===== src/rtl/brlite_svc_rx_fifo_pkg.sv =====
// Shared types for the BrLite service-receive path: router flit, stored service
// entry, the service-type code and the receive handshake states.
package brlite_svc_rx_fifo_pkg;

  typedef struct packed {
    logic [1:0]  service;
    logic [15:0] seq_source;
    logic [15:0] seq_target;
    logic [15:0] producer;
    logic [7:0]  ksvc;
    logic [31:0] payload;
  } brlite_flit_t;

  typedef struct packed {
    logic [7:0]  ksvc;
    logic [15:0] seq_source;
    logic [15:0] producer;
    logic [31:0] payload;
  } brlite_svc_t;

  localparam logic [1:0] BRLITE_SVC_SERVICE = 2'd1;

  typedef enum logic {
    RX_IDLE = 1'b0,
    RX_ACK  = 1'b1
  } rx_state_t;

  // service and seq_target are consumed by the filter and never stored
  function automatic brlite_svc_t flit_to_svc(input brlite_flit_t flit);
    brlite_svc_t svc;
    svc.ksvc       = flit.ksvc;
    svc.seq_source = flit.seq_source;
    svc.producer   = flit.producer;
    svc.payload    = flit.payload;
    return svc;
  endfunction

endpackage


===== src/rtl/dmni_sync_fifo.sv =====
// Synchronous first-word fall-through FIFO with a separate occupancy count so
// full and empty stay distinguishable when the wrapping pointers coincide.
module dmni_sync_fifo #(
  parameter type         T     = logic [7:0],
  parameter int unsigned DEPTH = 8
) (
  input  logic                     clk_i,
  input  logic                     rst_ni,
  input  logic                     push,
  input  T                         push_data,
  input  logic                     pop,
  output logic                     full,
  output logic                     empty,
  output logic [$clog2(DEPTH):0]   count,
  output T                         head
);

  localparam int unsigned PTR_W = $clog2(DEPTH);
  localparam int unsigned CNT_W = PTR_W + 1;

  T                   mem [DEPTH];
  logic [PTR_W-1:0]   wr_ptr_r;
  logic [PTR_W-1:0]   rd_ptr_r;
  logic [CNT_W-1:0]   count_r;
  logic               push_en_s;
  logic               pop_en_s;

  assign full      = (count_r == CNT_W'(DEPTH));
  assign empty     = (count_r == {CNT_W{1'b0}});
  assign push_en_s = push && !full;
  assign pop_en_s  = pop && !empty;
  assign count     = count_r;
  assign head      = mem[rd_ptr_r];

  // storage array write port
  always_ff @(posedge clk_i) begin
    if (push_en_s) begin
      mem[wr_ptr_r] <= push_data;
    end
  end

  // pointer and occupancy bookkeeping; simultaneous push and pop leaves count alone
  always_ff @(posedge clk_i or negedge rst_ni) begin
    if (!rst_ni) begin
      wr_ptr_r <= {PTR_W{1'b0}};
      rd_ptr_r <= {PTR_W{1'b0}};
      count_r  <= {CNT_W{1'b0}};
    end else begin
      if (push_en_s) begin
        wr_ptr_r <= wr_ptr_r + PTR_W'(1);
      end
      if (pop_en_s) begin
        rd_ptr_r <= rd_ptr_r + PTR_W'(1);
      end
      case ({push_en_s, pop_en_s})
        2'b10:   count_r <= count_r + CNT_W'(1);
        2'b01:   count_r <= count_r - CNT_W'(1);
        default: count_r <= count_r;
      endcase
    end
  end

endmodule


===== src/rtl/brlite_svc_rx_fifo.sv =====
// BrLite service-receive front end: req/ack handshake with the router, service
// filter with saturating drop counter, and a FWFT buffer towards the NI.
module brlite_svc_rx_fifo
  import brlite_svc_rx_fifo_pkg::*;
#(
  parameter int unsigned DEPTH      = 8,
  parameter int unsigned DROP_CNT_W = 16
) (
  input  logic                     clk_i,
  input  logic                     rst_ni,
  input  logic                     br_req_i,
  output logic                     br_ack_o,
  input  brlite_flit_t             br_data_i,
  output logic                     br_svc_rx_o,
  output brlite_svc_t              br_svc_data_o,
  input  logic                     br_svc_ack_i,
  output logic [$clog2(DEPTH):0]   svc_count_o,
  output logic [DROP_CNT_W-1:0]    drop_cnt_o
);

  rx_state_t               state_r;
  logic                    ack_r;
  logic [DROP_CNT_W-1:0]   drop_cnt_r;
  logic                    is_svc_s;
  logic                    fifo_full_s;
  logic                    fifo_empty_s;
  logic                    accept_s;
  logic                    push_s;
  brlite_svc_t             head_s;
  logic [$clog2(DEPTH):0]  count_s;

  assign is_svc_s = (br_data_i.service == BRLITE_SVC_SERVICE);

  // Full is judged on this cycle's registered count, so a same-cycle pop never frees a slot
  always_comb begin
    accept_s = 1'b0;
    push_s   = 1'b0;
    if ((state_r == RX_IDLE) && br_req_i && (!is_svc_s || !fifo_full_s)) begin
      accept_s = 1'b1;
      push_s   = is_svc_s;
    end else begin
      accept_s = 1'b0;
      push_s   = 1'b0;
    end
  end

  // handshake FSM; req is ignored in ACK because the router still holds it there
  always_ff @(posedge clk_i or negedge rst_ni) begin
    if (!rst_ni) begin
      state_r    <= RX_IDLE;
      ack_r      <= 1'b0;
      drop_cnt_r <= {DROP_CNT_W{1'b0}};
    end else begin
      case (state_r)
        RX_IDLE: begin
          if (accept_s) begin
            state_r <= RX_ACK;
            ack_r   <= 1'b1;
            if (!is_svc_s && (drop_cnt_r != {DROP_CNT_W{1'b1}})) begin
              drop_cnt_r <= drop_cnt_r + DROP_CNT_W'(1);
            end
          end else begin
            state_r <= RX_IDLE;
            ack_r   <= 1'b0;
          end
        end
        RX_ACK: begin
          state_r <= RX_IDLE;
          ack_r   <= 1'b0;
        end
        default: begin
          state_r <= RX_IDLE;
          ack_r   <= 1'b0;
        end
      endcase
    end
  end

  dmni_sync_fifo #(
    .T     (brlite_svc_t),
    .DEPTH (DEPTH)
  ) u_fifo (
    .clk_i     (clk_i),
    .rst_ni    (rst_ni),
    .push      (push_s),
    .push_data (flit_to_svc(br_data_i)),
    .pop       (br_svc_ack_i),
    .full      (fifo_full_s),
    .empty     (fifo_empty_s),
    .count     (count_s),
    .head      (head_s)
  );

  assign br_ack_o      = ack_r;
  assign br_svc_rx_o   = !fifo_empty_s;
  assign br_svc_data_o = head_s;
  assign svc_count_o   = count_s;
  assign drop_cnt_o    = drop_cnt_r;

endmodule


===== config.mk =====
export PLATFORM = sky130hd
export DESIGN_NAME = brlite_svc_rx_fifo
export DESIGN_NICKNAME = d
export VERILOG_FILES = /design/src/rtl/brlite_svc_rx_fifo_pkg.sv /design/src/rtl/dmni_sync_fifo.sv /design/src/rtl/brlite_svc_rx_fifo.sv
export SDC_FILE = /design/constraint.sdc
export NUM_CORES = 1
export LEC_CHECK = 0
export BUFFER_PORTS_ARGS = -buffer_cell sky130_fd_sc_hd__buf_2
export CELL_PAD_IN_SITES_DETAIL_PLACEMENT = 0
export CELL_PAD_IN_SITES_GLOBAL_PLACEMENT = 2
export CORE_ASPECT_RATIO = 1.1
export CORE_MARGIN = 2
export CORE_UTILIZATION = 45
export CTS_BUF_LIST = sky130_fd_sc_hd__clkbuf_8
export CTS_CLUSTER_SIZE = 24
export DETAILED_ROUTE_END_ITERATION = 8
export GPL_TIMING_DRIVEN = 0
export PLACE_DENSITY = 0.82
export REMOVE_ABC_BUFFERS = 1
export SLEW_MARGIN = 20
export SYNTH_ARGS = -nofsm -noshare
export SYNTH_HDL_FRONTEND = slang
export SYNTH_SLANG_ARGS = --single-unit

===== constraint.sdc =====
create_clock -name clk_i -period 10.96 [get_ports clk_i]
set_input_delay 1.096 -clock clk_i [delete_from_list [all_inputs] [get_ports clk_i]]
set_output_delay 1.096 -clock clk_i [all_outputs]
set_load 0.005 [all_outputs]

Word-level counts from Yosys, hierarchy flattened. Memories as Yosys holds them, arrays and structs flattened. Cells that the tools add are included.

Bits in registers: 27. Memory bits (writable): 576. Output and inout port bits: 94. Memories kept: 1.

Add/sub/neg operators: 5. Equal/unequal tests: 5. Mux-type cells: 7. Bitwise logic cells: 1. Reductions and logical operators: 12.

Memories: u_fifo.mem (depth 8, width 72, rd ports 1, clocked after Yosys merged registers in 0, write ports 1, RTL line dmni_sync_fifo.sv:21) `T mem [DEPTH];`.

Operators with widths (count): $add A16 B1 Y16 const B (1); $ne A16 B16 Y1 const B (1); $pmux W4 S2 (1); $add A3 B1 Y3 const B (2); $logic_and A1 B1 Y1 (5); $mux W1 (5); $add A4 B1 Y4 const B (1); $eq A2 B1 Y1 const B (2); $eq A4 B4 Y1 const B (1); $logic_not A4 Y1 (1); $sub A4 B1 Y4 const B (1); $logic_not A1 Y1 (3); $reduce_and A3 Y1 (1); $eq A2 B2 Y1 const B (1); $pmux W1 S2 (1); $reduce_bool A2 Y1 (1); $logic_or A1 B1 Y1 (1); $not A1 Y1 (1).

Depth between registers and ports, before layout. Gate-level depths: netlist (run 1).

Depth in word-level cells: 8. Mapped depth: 10. Mapped depth without buffers: 10.

By module. From an unflattened synthesis (run 1), not the netlist that was laid out.

Cell total of the unflattened synthesis: 977. Area, all modules: 23204.8 um2.

Modules (own cells, without submodules): dmni_sync_fifo (times used 1, cells an instance 899, area each 22350.2 um2); brlite_svc_rx_fifo (times used 1, cells an instance 78, area each 854.6 um2).

Worst setup path before layout (run 1). OpenSTA, ideal clock, no wires.

Path type: in2reg. Start: in br_data_i[89] (netlist bit). End: mem u_fifo.mem[0][0] (netlist bit), enable pin. Setup time: 679 ps. Data arrival time: 8580 ps. Required time: 10281 ps. Slack: 1701 ps. Stages on the path: 4. Path buffers: 0. Cell sequence: nand2b_1 -> a211oi_1 -> inv_2 -> nor4_1.

Word-level cells in the longest chain between the ends: 8.

Ends and longest elaborated chain: start, declared (RTL line brlite_svc_rx_fifo.sv:13) `input brlite_flit_t br_data_i,`; $eq A2 B1 Y1 (*) (RTL line brlite_svc_rx_fifo.sv:32) `assign is_svc_s = (br_data_i.service == BRLITE_SVC_SERVICE);`; $logic_not A1 Y1 (RTL line brlite_svc_rx_fifo.sv:38) `if ((state_r == RX_IDLE) && br_req_i && (!is_svc_s || !fifo_full_s)) begin`; $logic_or A1 B1 Y1 (RTL line brlite_svc_rx_fifo.sv:38); $logic_and A1 B1 Y1 (RTL line brlite_svc_rx_fifo.sv:38); $mux W1 (*) (RTL line brlite_svc_rx_fifo.sv:38); $logic_and A1 B1 Y1 (*) (RTL line dmni_sync_fifo.sv:30) `assign push_en_s = push && !full;`; $mux W1 (*) (RTL line dmni_sync_fifo.sv:37) `if (push_en_s) begin`; $mux W1 (not written as such) (*) (RTL line dmni_sync_fifo.sv:38) `mem[wr_ptr_r] <= push_data;`; end, declared (RTL line dmni_sync_fifo.sv:21).

Every way passes the cells marked *; elsewhere a longest branch is shown, timed or not.

==> results.sh, run 1 <==
export IMPL_clk_latency_ns=0.67
export IMPL_dpl_cell_count=1851
export IMPL_start_util_pct=45.4
export IMPL_post_route_min_period_ns=4.15
export IMPL_dieHeight_um=242
export IMPL_fin_crit_sh_pct=37.8
export IMPL_avgSynthCellArea_sq_um=23.9
export IMPL_drv_slew=0
export IMPL_p_int_mw=4.52
export IMPL_ys_ff_latch=603
export IMPL_status="complete, no violations"
export IMPL_synth_flop_cell="edfxtp_1"
export IMPL_clockBufferDepth=3
export IMPL_drtIter0Drc=729
export IMPL_rsz0062_at_grt="false"
export IMPL_cts_root_buffer_cell="clkbuf_8"
export IMPL_rows=87
export IMPL_p_sw_mw=1.67
export IMPL_fmaxAchievable_mhz=241
export IMPL_clock_sinks=603
export IMPL_reg2reg_depth=11
export IMPL_min_path_type="primary input to asynchronous set/reset pin"
export IMPL_grt_pass1_wl_um=66200
export IMPL_dieArea_sq_mm=0.0533
export IMPL_p_comb_share_pct=28.5
export IMPL_yosys_warnings=0
export IMPL_crit_top_cell="buf_16"
export IMPL_io_buffers=171
export IMPL_pwr_share_clk_pct=27.5
export IMPL_ys_types=45
export IMPL_skew_ns=0.0220
export IMPL_cts_tree="yes"
export IMPL_worst_setup_path_end_kind="output port"
export IMPL_dieWidth_um=220
export IMPL_syn_inst=968
export IMPL_worstMarginPinSlew_ns=0.628
export IMPL_antenna_found_initial=5
export IMPL_grtUsageTotal_pct=16.8
export IMPL_stdcell_count=2018
export IMPL_core_area_sq_mm=0.0511
export IMPL_slew_headroom_pct=57.9
export IMPL_ant_nets=0
export IMPL_synth_fa_ha_area_share_pct=0.411
export IMPL_seq_area_frac_synth_pct=77.6
export IMPL_synth_simple_area_share_pct=1.45
export IMPL_tns_ns=0
export IMPL_synth_xor_area_share_pct=0.643
export IMPL_nFillCells=3858
export IMPL_rr_endpoint="u_fifo.mem[0][47]"
export IMPL_p_total_mw=6.19
export IMPL_rrSetupSlack_ns=7.45
export IMPL_synth_mux_area_share_pct=18.3
export IMPL_cts_hold_repair_buffers=0
export IMPL_layout_nets=1378
export IMPL_synth_edf_count=576
export IMPL_finalSetupViolCount=0
export IMPL_cp_depth=5
export IMPL_synth_top_family_by_area="multiplexers"
export IMPL_vias=10700
export IMPL_hold_viol=0
export IMPL_area_growth_syn_to_layout_pct=18.3
export IMPL_post_cts_buffers=0
export IMPL_cp_num_buf_inv=3
export IMPL_cts_buffers=91
export IMPL_grt_pass1_vias=11200
export IMPL_drt_first_pass_iters=4
export IMPL_cp_start_kind="flip-flop"
export IMPL_synthArstFlopShare_pct=4.48
export IMPL_drc_errors=0
export IMPL_grt_overflow_total=0
export IMPL_cts_repair_resize_count=0
export IMPL_crit_start="u_fifo.rd_ptr_r[0]"
export IMPL_gp_routability_congestion=0.740
export IMPL_worstPathMaxFanout=34
export IMPL_clk_pin_slew_ns=0.06
export IMPL_synthesis_area_sq_mm=0.0232
export IMPL_worstPathCellList="buf_16, buf_16, mux4_2, mux2_4, buf_2"
export IMPL_slowest_stage="dfrtp_4"
export IMPL_cts_max_level=3
export IMPL_setup_ws_ns=6.81
export IMPL_synth_top_area_cell="edfxtp_1"
export IMPL_wl_per_cell_um=21.8
export IMPL_path_class="flip-flop to output port"
export IMPL_seq_area_sq_mm=0.0180
export IMPL_swShare_pct=27.0
export IMPL_cellPowerDensity_mw_per_mm2=226
export IMPL_yosysTopAreaCellShare_pct=74.7
export IMPL_hpwl_um=28200
export IMPL_place_ws_ns=6.67
export IMPL_seqPwrFrac_pct=44.0
export IMPL_cp_top_family="multiplexers"
export IMPL_synth_area_leaders="edfxtp_1 (75%), mux4_2 (14%), dfrtp_1 (2.9%)"
export IMPL_grt_max_degree=48
export IMPL_via_per_inst=5.31
export IMPL_cp_slowest_stage_delay_ns=0.73
export IMPL_cap_violations=0
export IMPL_multi_input_area_sq_mm=0.00499
export IMPL_p_leak_nw=9.40
export IMPL_crit_path_end="br_svc_data_o[16]"
export IMPL_pin_count=188
export IMPL_routed_wl_um=43900
export IMPL_hold_ws_ns=0.462
export IMPL_crit_arrival_ns=3.05
export IMPL_r2r_start="br_ack_o"
export IMPL_required_ns=9.86
export IMPL_ir_worst_vdd_mv=0.156
export IMPL_drive_gt1_share_pct=44.4
export IMPL_synth_compound_area_share_pct=0.519
[cell families (layout without fill, tap and decap cells)]
| family | Yosys count | in the layout |
|---|---|---|
| AO/OA/AOI/OAI | 16 | 16 |
| XOR/XNOR | 17 | 17 |
| adder cells (fa/ha/maj) | 7 | 7 |
| buffers and inverters | 46 | 428 |
| flip-flops | 603 | 603 |
| multiplexers | 219 | 219 |
| other | 0 | 1 |
| AND/OR/NAND/NOR | 60 | 60 |
[worst min path at each step]
stage	cells past startpoint	slack [ns]	endpoint	startpoint
floorplan	1	0.48	drop_cnt_o[10]	drop_cnt_o[10]
global placement	1	0.47	drop_cnt_o[15]	drop_cnt_o[15]
detailed placement	1	0.48	drop_cnt_o[15]	drop_cnt_o[15]
CTS	1	0.41	u_fifo.rd_ptr_r[2]	rst_ni
global route	1	0.47	br_ack_o	rst_ni
finish	1	0.46	u_fifo.rd_ptr_r[2]	rst_ni
[cell type report]
type,count,area share (%)
antenna,1,0.00913
clock buffer,97,4.87
clock inverter,69,1.37
inverter,6,0.0822
multi-input combinational,319,18.2
sequential,603,65.6
tap,667,3.05
timing repair buffer,256,6.79
[power groups by stage]
| stage | registers, mW | logic, mW | clock network (mW) |
|---|---|---|---|
| final | 2.73 | 1.76 | 1.70 |
| after floorplan | 2.95 | 1.19 | 0 |
| after global placement | 3.11 | 1.77 | 0 |
| after CTS | 2.73 | 1.81 | 1.76 |
| after global routing | 2.74 | 1.90 | 1.86 |
| after detailed placement | 2.78 | 1.81 | 0 |
[layer usage]
metal  part of all wire (%)  vias up  wire length (um)  global-route usage [%]
met3                    5.8       63              2550                    4.16
met1                     43     5655             18900                    22.8
met4                    1.7        6               766                    5.92
li1                       -     4753                 -                       -
met2                     49      244             21700                    26.4
met5                  0.093        -                41                       0
[sequential cells by signal, indices dropped and copies added (netlist names)]
signal	flops
u_fifo.wr_ptr_r	3
br_ack_o	1
u_fifo.rd_ptr_r	3
drop_cnt_o	16
u_fifo.mem	576
u_fifo.count	4
[synthesized netlist by cell type, types with 2 or more instances]
cell         n
nor3_1       6
nand2_1     10
mux2_4      40
nor4_1       2
nand4_1      9
dfrtp_1     27
nand2b_1     5
clkbuf_1    13
mux4_2     144
nor2_1       5
buf_1        3
and3_1       4
mux2_1       2
ha_1         6
and4_1       2
buf_6        6
nand3_1      9
buf_2       17
o21a_1       3
mux2_2      32
xnor2_1     16
edfxtp_1   576
o2111ai_1    2
and2_1       4
inv_1        5
[through the flow]
step	utilization [%]	instance area (sq um)
2_1_floorplan	-	22900
3_3_place_gp	48.2	24600
3_5_place_dp	50.3	25700
4_1_cts	53.7	27400
5_1_grt	53.7	27400
6_report	53.7	27400
[placed cells by master, fill, tap and decap left out, drive strengths merged, types with 2 or more instances in the layout]
| cell | n |
|---|---|
| nand4 | 9 |
| nor2 | 5 |
| dfrtp | 27 |
| buf | 256 |
| o21ai | 2 |
| nand2b | 5 |
| clkinv | 33 |
| inv | 36 |
| and3 | 4 |
| xnor2 | 16 |
| nor4 | 3 |
| mux4 | 144 |
| edfxtp | 576 |
| nor3 | 7 |
| clkinvlp | 3 |
| nand2 | 10 |
| o21a | 3 |
| bufinv | 3 |
| ha | 6 |
| nand3 | 9 |
| and2 | 4 |
| clkbuf | 97 |
| and4 | 2 |
| mux2 | 74 |
| o2111ai | 2 |
Note: power is estimated with default switching activity, not from simulation.
==> inputs of run 2 (changes only) <==
==> constraint.sdc (replaced) <==
create_clock -name clk_i -period 4.2 [get_ports clk_i]
set_input_delay 0.42 -clock clk_i [delete_from_list [all_inputs] [get_ports clk_i]]
set_output_delay 0.42 -clock clk_i [all_outputs]
set_load 0.005 [all_outputs]
==> run 2 against run 1 <==
Compared with the run above: total power rose to 2.6 times the previous value; die area did not move; non-clock buffer count rose by 73; final cell count rose by 3.6%; largest power group unchanged; first-iteration DRC count rose by 9.5%; critical path depth rose by 6; highest routed layer unchanged; core utilization rose by 1.4 points; clock skew rose by 0.0018 ns; routed wire length rose by 0.70%.
==> results.sh, run 2 (synthesis results as in run 1) <==
export IMPL_grt_pass1_wl_um=67400
export IMPL_final_core_util_pct=55.1
export IMPL_area_growth_syn_to_layout_pct=21.5
export IMPL_gp_routability_congestion=0.740
export IMPL_core_area_sq_mm=0.0511
export IMPL_cts_tree="yes"
export IMPL_worst_setup_path_end_kind="flip-flop"
export IMPL_clock_sinks=603
export IMPL_grt_pass1_vias=11600
export IMPL_wl_per_cell_um=21.2
export IMPL_reg2reg_depth=11
export IMPL_crit_arrival_ns=3.87
export IMPL_worstMarginPinSlew_ns=0.636
export IMPL_cp_start_kind="flip-flop"
export IMPL_dieArea_sq_mm=0.0533
export IMPL_gr_usage_met2_pct=26.8
export IMPL_skew_ns=0.0238
export IMPL_holdCritStartpoint="br_data_i[33]"
export IMPL_r2r_start="br_ack_o"
export IMPL_dieHeight_um=242
export IMPL_grt_util_met3_pct=4.02
export IMPL_cts_buffers=91
export IMPL_cts_max_level=3
export IMPL_post_cts_buffers=0
export IMPL_post_route_min_period_ns=3.51
export IMPL_clk_pin_slew_ns=0.07
export IMPL_final_cell_mix="edfxtp_1 (576), buf_2 (185), mux4_2 (144)"
export IMPL_drtIter0Drc=798
export IMPL_clk_latency_ns=0.67
export IMPL_grt_max_degree=48
export IMPL_dieWidth_um=220
export IMPL_start_util_pct=45.4
export IMPL_largest_reg_flops=576
export IMPL_worstPathMaxFanout=7
export IMPL_layout_nets=1451
export IMPL_cellPowerDensity_mw_per_mm2=576
export IMPL_vias=11000
export IMPL_io_buffers=171
export IMPL_busiest_layer="met2"
export IMPL_finalSetupViolCount=0
export IMPL_clockBufferDepth=3
export IMPL_ir_worst_vdd_mv=0.407
export IMPL_top_register="u_fifo.mem"
export IMPL_path_class="flip-flop to flip-flop"
export IMPL_min_path_type="primary input to flip-flop"
export IMPL_grtUsageTotal_pct=16.9
export IMPL_p_leak_nw=9.70
export IMPL_via_per_inst=5.28
export IMPL_status="complete, no violations"
export IMPL_hold_viol=0
export IMPL_rsz0062_at_grt="false"
export IMPL_rows=87
export IMPL_required_ns=4.56
export IMPL_diodes=0
export IMPL_ant_nets=0
export IMPL_cts_root_buffer_cell="clkbuf_8"
export IMPL_grt_overflow_total=0
export IMPL_slew_headroom_pct=57.3
export IMPL_cts_repair_resize_count=0
export IMPL_hpwl_um=28200
export IMPL_cap_violations=0
export IMPL_fmaxAchievable_mhz=285
export IMPL_p_total_mw=16.2
export IMPL_crit_start="br_ack_o"
export IMPL_routed_wl_um=44200
export IMPL_final_common_cell="edfxtp_1"
export IMPL_drt_first_pass_iters=4
export IMPL_fin_crit_sh_pct=83.5
export IMPL_drc_errors=0
export IMPL_antenna_found_initial=1
export IMPL_grt_util_met1_pct=23.2
export IMPL_drv_slew=0
export IMPL_pin_count=188
export IMPL_hold_path_depth=1
export IMPL_drive_gt1_share_pct=42.1
-- run 2: changes by cell type in the layout (fill, tap and decap cells not counted), sizes merged --
cell         change
diode            -1
dlygate4sd3     +73
-- run 2: path summary, 6_finish.rpt --
kind | to | slack [ns]
worst max-delay path | u_fifo.mem[0][47] | 0.69
worst min-delay path | u_fifo.mem[2][65] | 0.06
worst max register to register | u_fifo.mem[0][47] | 0.69
worst min register to register | drop_cnt_o[15] | 0.49
max in group asynchronous | u_fifo.rd_ptr_r[0] | 3.42
min in group asynchronous | u_fifo.rd_ptr_r[2] | 0.32
-- run 2: repair_timing --
action	in CTS	in global routing
setup endpoints to repair	0	0
endpoints found under the hold margin	588	0
hold buffers	73	0
-- run 2: cell type report --
class                   instances  area (sq um)
fillers                      3815         22900
flip-flops and latches        603         18000
multi-input cells             319          4990
repair buffers                329          2590
clock buffers                  97          1340
well taps                     667           835
clock inverters                69           377
inverters                       6          22.5
-- run 2: layer usage --
metal | up-vias | wire (um) | part of all wire [%]
met5 | - | 13 | 0.029
li1 | 4899 | - | -
met4 | 2 | 775 | 1.8
met2 | 271 | 21700 | 49
met3 | 56 | 2560 | 5.8
met1 | 5813 | 19200 | 43
-- run 2: power breakdown --
group / switching [mW] / internal [mW] / total (mW)
Clock: 2.13 / 2.32 / 4.45
Combinational: 1.95 / 2.70 / 4.65
Sequential: 0.283 / 6.83 / 7.11
-- run 2: worst max-delay path, cell delays in order (launching register included) --
cell,delay (ns)
dfrtp_1,0.38
nand2b_1,0.25
a211oi_1,0.48
inv_2,0.20
nor4_2,0.35
buf_2,0.26
buf_2,0.24
buf_2,0.23
buf_2,0.22
buf_4,0.18
buf_2,0.22
buf_4,0.19
-- run 2: stage by stage --
stage / area (sq um) / instances / hold WS (ns) / setup slack [ns] / setup TNS, ns
finish: 28100 / 2090 / 0.0644 / 0.693 / 0
detailed placement: 25700 / 1851 / 0.475 / 0.586 / 0
floorplan: 22900 / 928 / 0.124 / -4.42 / -1343.24
global placement: 24600 / 1766 / 0.472 / -12.32 / -4514.41
CTS: 28100 / 2090 / 0.000581 / 0.607 / 0
global route: 28100 / 2090 / 0.0198 / 0.441 / 0
==> inputs of run 3 (changes only) <==
--- a/config.mk
+++ b/config.mk
@@ -5,17 +5,18 @@
 export SDC_FILE = /design/constraint.sdc
 export NUM_CORES = 1
 export LEC_CHECK = 0
+export ABC_AREA = 1
 export BUFFER_PORTS_ARGS = -buffer_cell sky130_fd_sc_hd__buf_2
 export CELL_PAD_IN_SITES_DETAIL_PLACEMENT = 0
 export CELL_PAD_IN_SITES_GLOBAL_PLACEMENT = 2
 export CORE_ASPECT_RATIO = 1.1
 export CORE_MARGIN = 2
-export CORE_UTILIZATION = 45
+export CORE_UTILIZATION = 38
 export CTS_BUF_LIST = sky130_fd_sc_hd__clkbuf_8
 export CTS_CLUSTER_SIZE = 24
 export DETAILED_ROUTE_END_ITERATION = 8
 export GPL_TIMING_DRIVEN = 0
-export PLACE_DENSITY = 0.82
+export PLACE_DENSITY = 0.83
 export REMOVE_ABC_BUFFERS = 1
 export SLEW_MARGIN = 20
 export SYNTH_ARGS = -nofsm -noshare
==> constraint.sdc (replaced) <==
create_clock -name clk_i -period 3.2 [get_ports clk_i]
set_input_delay 0.32 -clock clk_i [delete_from_list [all_inputs] [get_ports clk_i]]
set_output_delay 0.32 -clock clk_i [all_outputs]
set_load 0.005 [all_outputs]
==> run 3 against run 2 <==
Compared with the run above: synthesized cell count grew 110%; first-iteration DRC count is 28% higher; critical path depth decreased by 1; critical path type is now flip-flop to output port; clock skew up 0.0076 ns; total power increased by 43%; highest routed layer unchanged; die area grew 23%; register-to-register slack got worse by 0.41 ns; final cell count up 53%; largest power group unchanged; global-route usage rose by 0.86 points; combinational power up 71%; routed wire length is 33% higher.
==> results.sh, run 3 <==
export IMPL_status="complete, no violations"
export IMPL_synthesis_area_sq_mm=0.0242
export IMPL_grt_pass1_vias=15900
export IMPL_synth_compound_area_share_pct=9.07
export IMPL_largest_reg_flops=576
export IMPL_yosys_warnings=0
export IMPL_reg2reg_depth=10
export IMPL_synth_commonest_cells="edfxtp_1 (576), nor2_1 (459), o21ai_0 (308)"
export IMPL_syn_inst=1997
export IMPL_post_route_min_period_ns=3.03
export IMPL_drtIter0Drc=1024
export IMPL_ir_worst_vdd_mv=0.464
export IMPL_cts_root_buffer_cell="clkbuf_8"
export IMPL_synth_flop_cell="edfxtp_1"
export IMPL_min_path_type="primary input to flip-flop"
export IMPL_synth_simple_area_share_pct=12.8
export IMPL_synthArstFlopShare_pct=4.48
export IMPL_final_cell_mix="edfxtp_1 (576), nor2_1 (453), o21ai_0 (308)"
export IMPL_drc_errors=0
export IMPL_holdCritStartpoint="br_data_i[89]"
export IMPL_cts_buffers=96
export IMPL_final_common_cell="edfxtp_1"
export IMPL_drt_first_pass_iters=5
export IMPL_avgSynthCellArea_sq_um=12.1
export IMPL_ys_types=27
export IMPL_routed_wl_um=58900
export IMPL_clk_pin_slew_ns=0.06
export IMPL_synth_xor_area_share_pct=0.435
export IMPL_yosysTopAreaCellShare_pct=71.6
export IMPL_cts_tree="yes"
export IMPL_rows=96
export IMPL_crit_arrival_ns=2.71
export IMPL_synth_edf_count=576
export IMPL_synth_most_common_cell="edfxtp_1"
export IMPL_pin_count=188
export IMPL_antenna_found_initial=5
export IMPL_nFillCells=5591
export IMPL_grt_max_degree=89
export IMPL_clk_latency_ns=0.69
export IMPL_drv_slew=0
export IMPL_hold_path_depth=6
export IMPL_rrSetupSlack_ns=0.28
export IMPL_ys_ff_latch=603
export IMPL_clock_sinks=603
export IMPL_rr_endpoint="u_fifo.mem[6][63]"
export IMPL_drive_gt1_share_pct=15.8
export IMPL_synth_mux_area_share_pct=0
export IMPL_synth_top_area_cell="edfxtp_1"
export IMPL_slew_headroom_pct=54.7
export IMPL_r2r_start="u_fifo.count[3]"
export IMPL_cellPowerDensity_mw_per_mm2=789
export IMPL_synth_area_leaders="edfxtp_1 (72%), nor2_1 (7.1%), o21ai_0 (6.4%)"
export IMPL_dieArea_sq_mm=0.0656
export IMPL_worstPathMaxFanout=60
export IMPL_synth_fa_ha_area_share_pct=0.393
export IMPL_vias=15800
export IMPL_whs_endpoint="u_fifo.wr_ptr_r[2]"
export IMPL_seq_area_sq_mm=0.0180
export IMPL_top_register="u_fifo.mem"
export IMPL_cp_start_kind="flip-flop"
export IMPL_core_area_sq_mm=0.0627
export IMPL_hold_viol=0
export IMPL_fin_crit_sh_pct=94.8
export IMPL_area_growth_syn_to_layout_pct=21.3
export IMPL_worstMarginPinSlew_ns=0.679
export IMPL_cts_max_level=3
export IMPL_dieWidth_um=244
export IMPL_cap_violations=0
export IMPL_layout_nets=2396
export IMPL_skew_ns=0.0314
export IMPL_gp_routability_congestion=0.756
export IMPL_p_leak_nw=10.6
export IMPL_multi_input_area_sq_mm=0.00556
export IMPL_required_ns=2.88
export IMPL_finalSetupViolCount=0
export IMPL_wl_per_cell_um=18.4
export IMPL_synth_top_family_by_area="simple AND/OR/NAND/NOR gates"
export IMPL_fmaxAchievable_mhz=330
export IMPL_seq_area_frac_synth_pct=74.4
export IMPL_final_core_util_pct=46.8
export IMPL_start_util_pct=38.5
export IMPL_hpwl_um=33200
export IMPL_dieHeight_um=269
export IMPL_grt_pass1_wl_um=89100
export IMPL_grt_overflow_total=0
export IMPL_ant_nets=0
export IMPL_grtUsageTotal_pct=17.8
export IMPL_io_buffers=171
export IMPL_via_per_inst=4.94
export IMPL_hold_ws_ns=0.0712
export IMPL_clockBufferDepth=3
export IMPL_path_class="flip-flop to output port"
export IMPL_worst_setup_path_end_kind="output port"
[run 3: cell types whose count changed after synthesis, moves of 7 or more]
cell      before  now
nor2_1         5  459
nand3_1        9   17
xor2_1         1    8
mux2_2        32    0
o21ai_0        1  308
inv_1          5   20
clkbuf_1      13   49
nand2_1       10  307
mux4_2       144    0
buf_6          6   14
buf_2         17   33
o21ai_1        1  130
xnor2_1       16    4
mux2_4        40    0
[run 3: timing repair]
action / 4_1_cts / 5_1_grt
hold buffers: 74 / 0
gates resized for setup: 1 / 4
endpoints found under the hold margin: 605 / 0
cloned: 3 / 1
setup buffers: 4 / 0
setup endpoints to repair: 44 / 48
[run 3: final cells by class]
| cell class | instances | area share [%] |
|---|---|---|
| Antenna cell | 3 | 0.0256 |
| Multi-Input combinational cell | 1259 | 19.0 |
| Timing Repair inverter | 1 | 0.0299 |
| Clock buffer | 99 | 4.65 |
| Timing Repair Buffer | 312 | 9.74 |
| Inverter | 22 | 0.354 |
| Sequential cell | 603 | 61.3 |
| Tap cell | 833 | 3.56 |
| Clock inverter | 71 | 1.31 |
[run 3: kinds of logic after synthesis]
| kind of cell | Yosys count |
|---|---|
| simple gates | 802 |
| flops | 603 |
| compound gates | 438 |
| buf+inv | 135 |
| xor+xnor | 12 |
| fa+ha+maj | 7 |
[run 3: stage by stage]
step | setup TNS [ns] | setup WS [ns] | cells | instance area, sq um | power, mW
floorplan | -1376.11 | -4.36 | 1884 | 23600 | 13.4
global placement | -4454.44 | -11.68 | 2888 | 25500 | 14.1
detailed placement | 0 | 0.0100 | 2948 | 26700 | 17.0
CTS | 0 | 0.0251 | 3199 | 29300 | 23.4
global route | -0.000866 | -0.000866 | 3203 | 29300 | 24.8
finish | 0 | 0.165 | 3203 | 29300 | 23.1
[run 3: critical path, stage by stage, from the launching register on]
cell	delay, ns
dfrtp_4	0.50
buf_16	0.26
buf_16	0.26
buf_12	0.26
nor2_1	0.07
nor2_1	0.08
o21ai_0	0.09
o21ai_1	0.09
nand2_1	0.07
nand2_1	0.13
buf_2	0.14
[run 3: how the worst max path moves through the flow]
stage	startpoint	cells past startpoint	slack (ns)	end
after detailed placement	br_data_i[88]	12	0.01	u_fifo.mem[2][57]
after CTS	u_fifo.count[3]	11	0.03	u_fifo.mem[2][50]
after global placement	u_fifo.rd_ptr_r[0]	6	-11.68	br_svc_data_o[16]
after floorplan	u_fifo.rd_ptr_r[0]	5	-4.36	br_svc_data_o[0]
final	u_fifo.rd_ptr_r[0]	10	0.17	br_svc_data_o[21]
after global routing	u_fifo.rd_ptr_r[0]	10	-0.0009	br_svc_data_o[21]
[run 3: power by group]
group          internal, mW  leakage [nW]  total [mW]  switching (mW)
Sequential             8.93          5.53        9.22           0.290
Clock                  3.11          1.04        5.97            2.87
Combinational          2.86          4.02        7.95            5.09
[run 3: layer usage]
metal / routed length (um) / share of wire (%) / global-route usage, % / vias up
met3: 3400 / 5.8 / 3.81 / 96
li1: - / - / - / 7618
met1: 25200 / 43 / 22.3 / 7702
met4: 1250 / 2.1 / 6.05 / 4
met5: 24 / 0.041 / 0 / -
met2: 29100 / 49 / 30.7 / 399
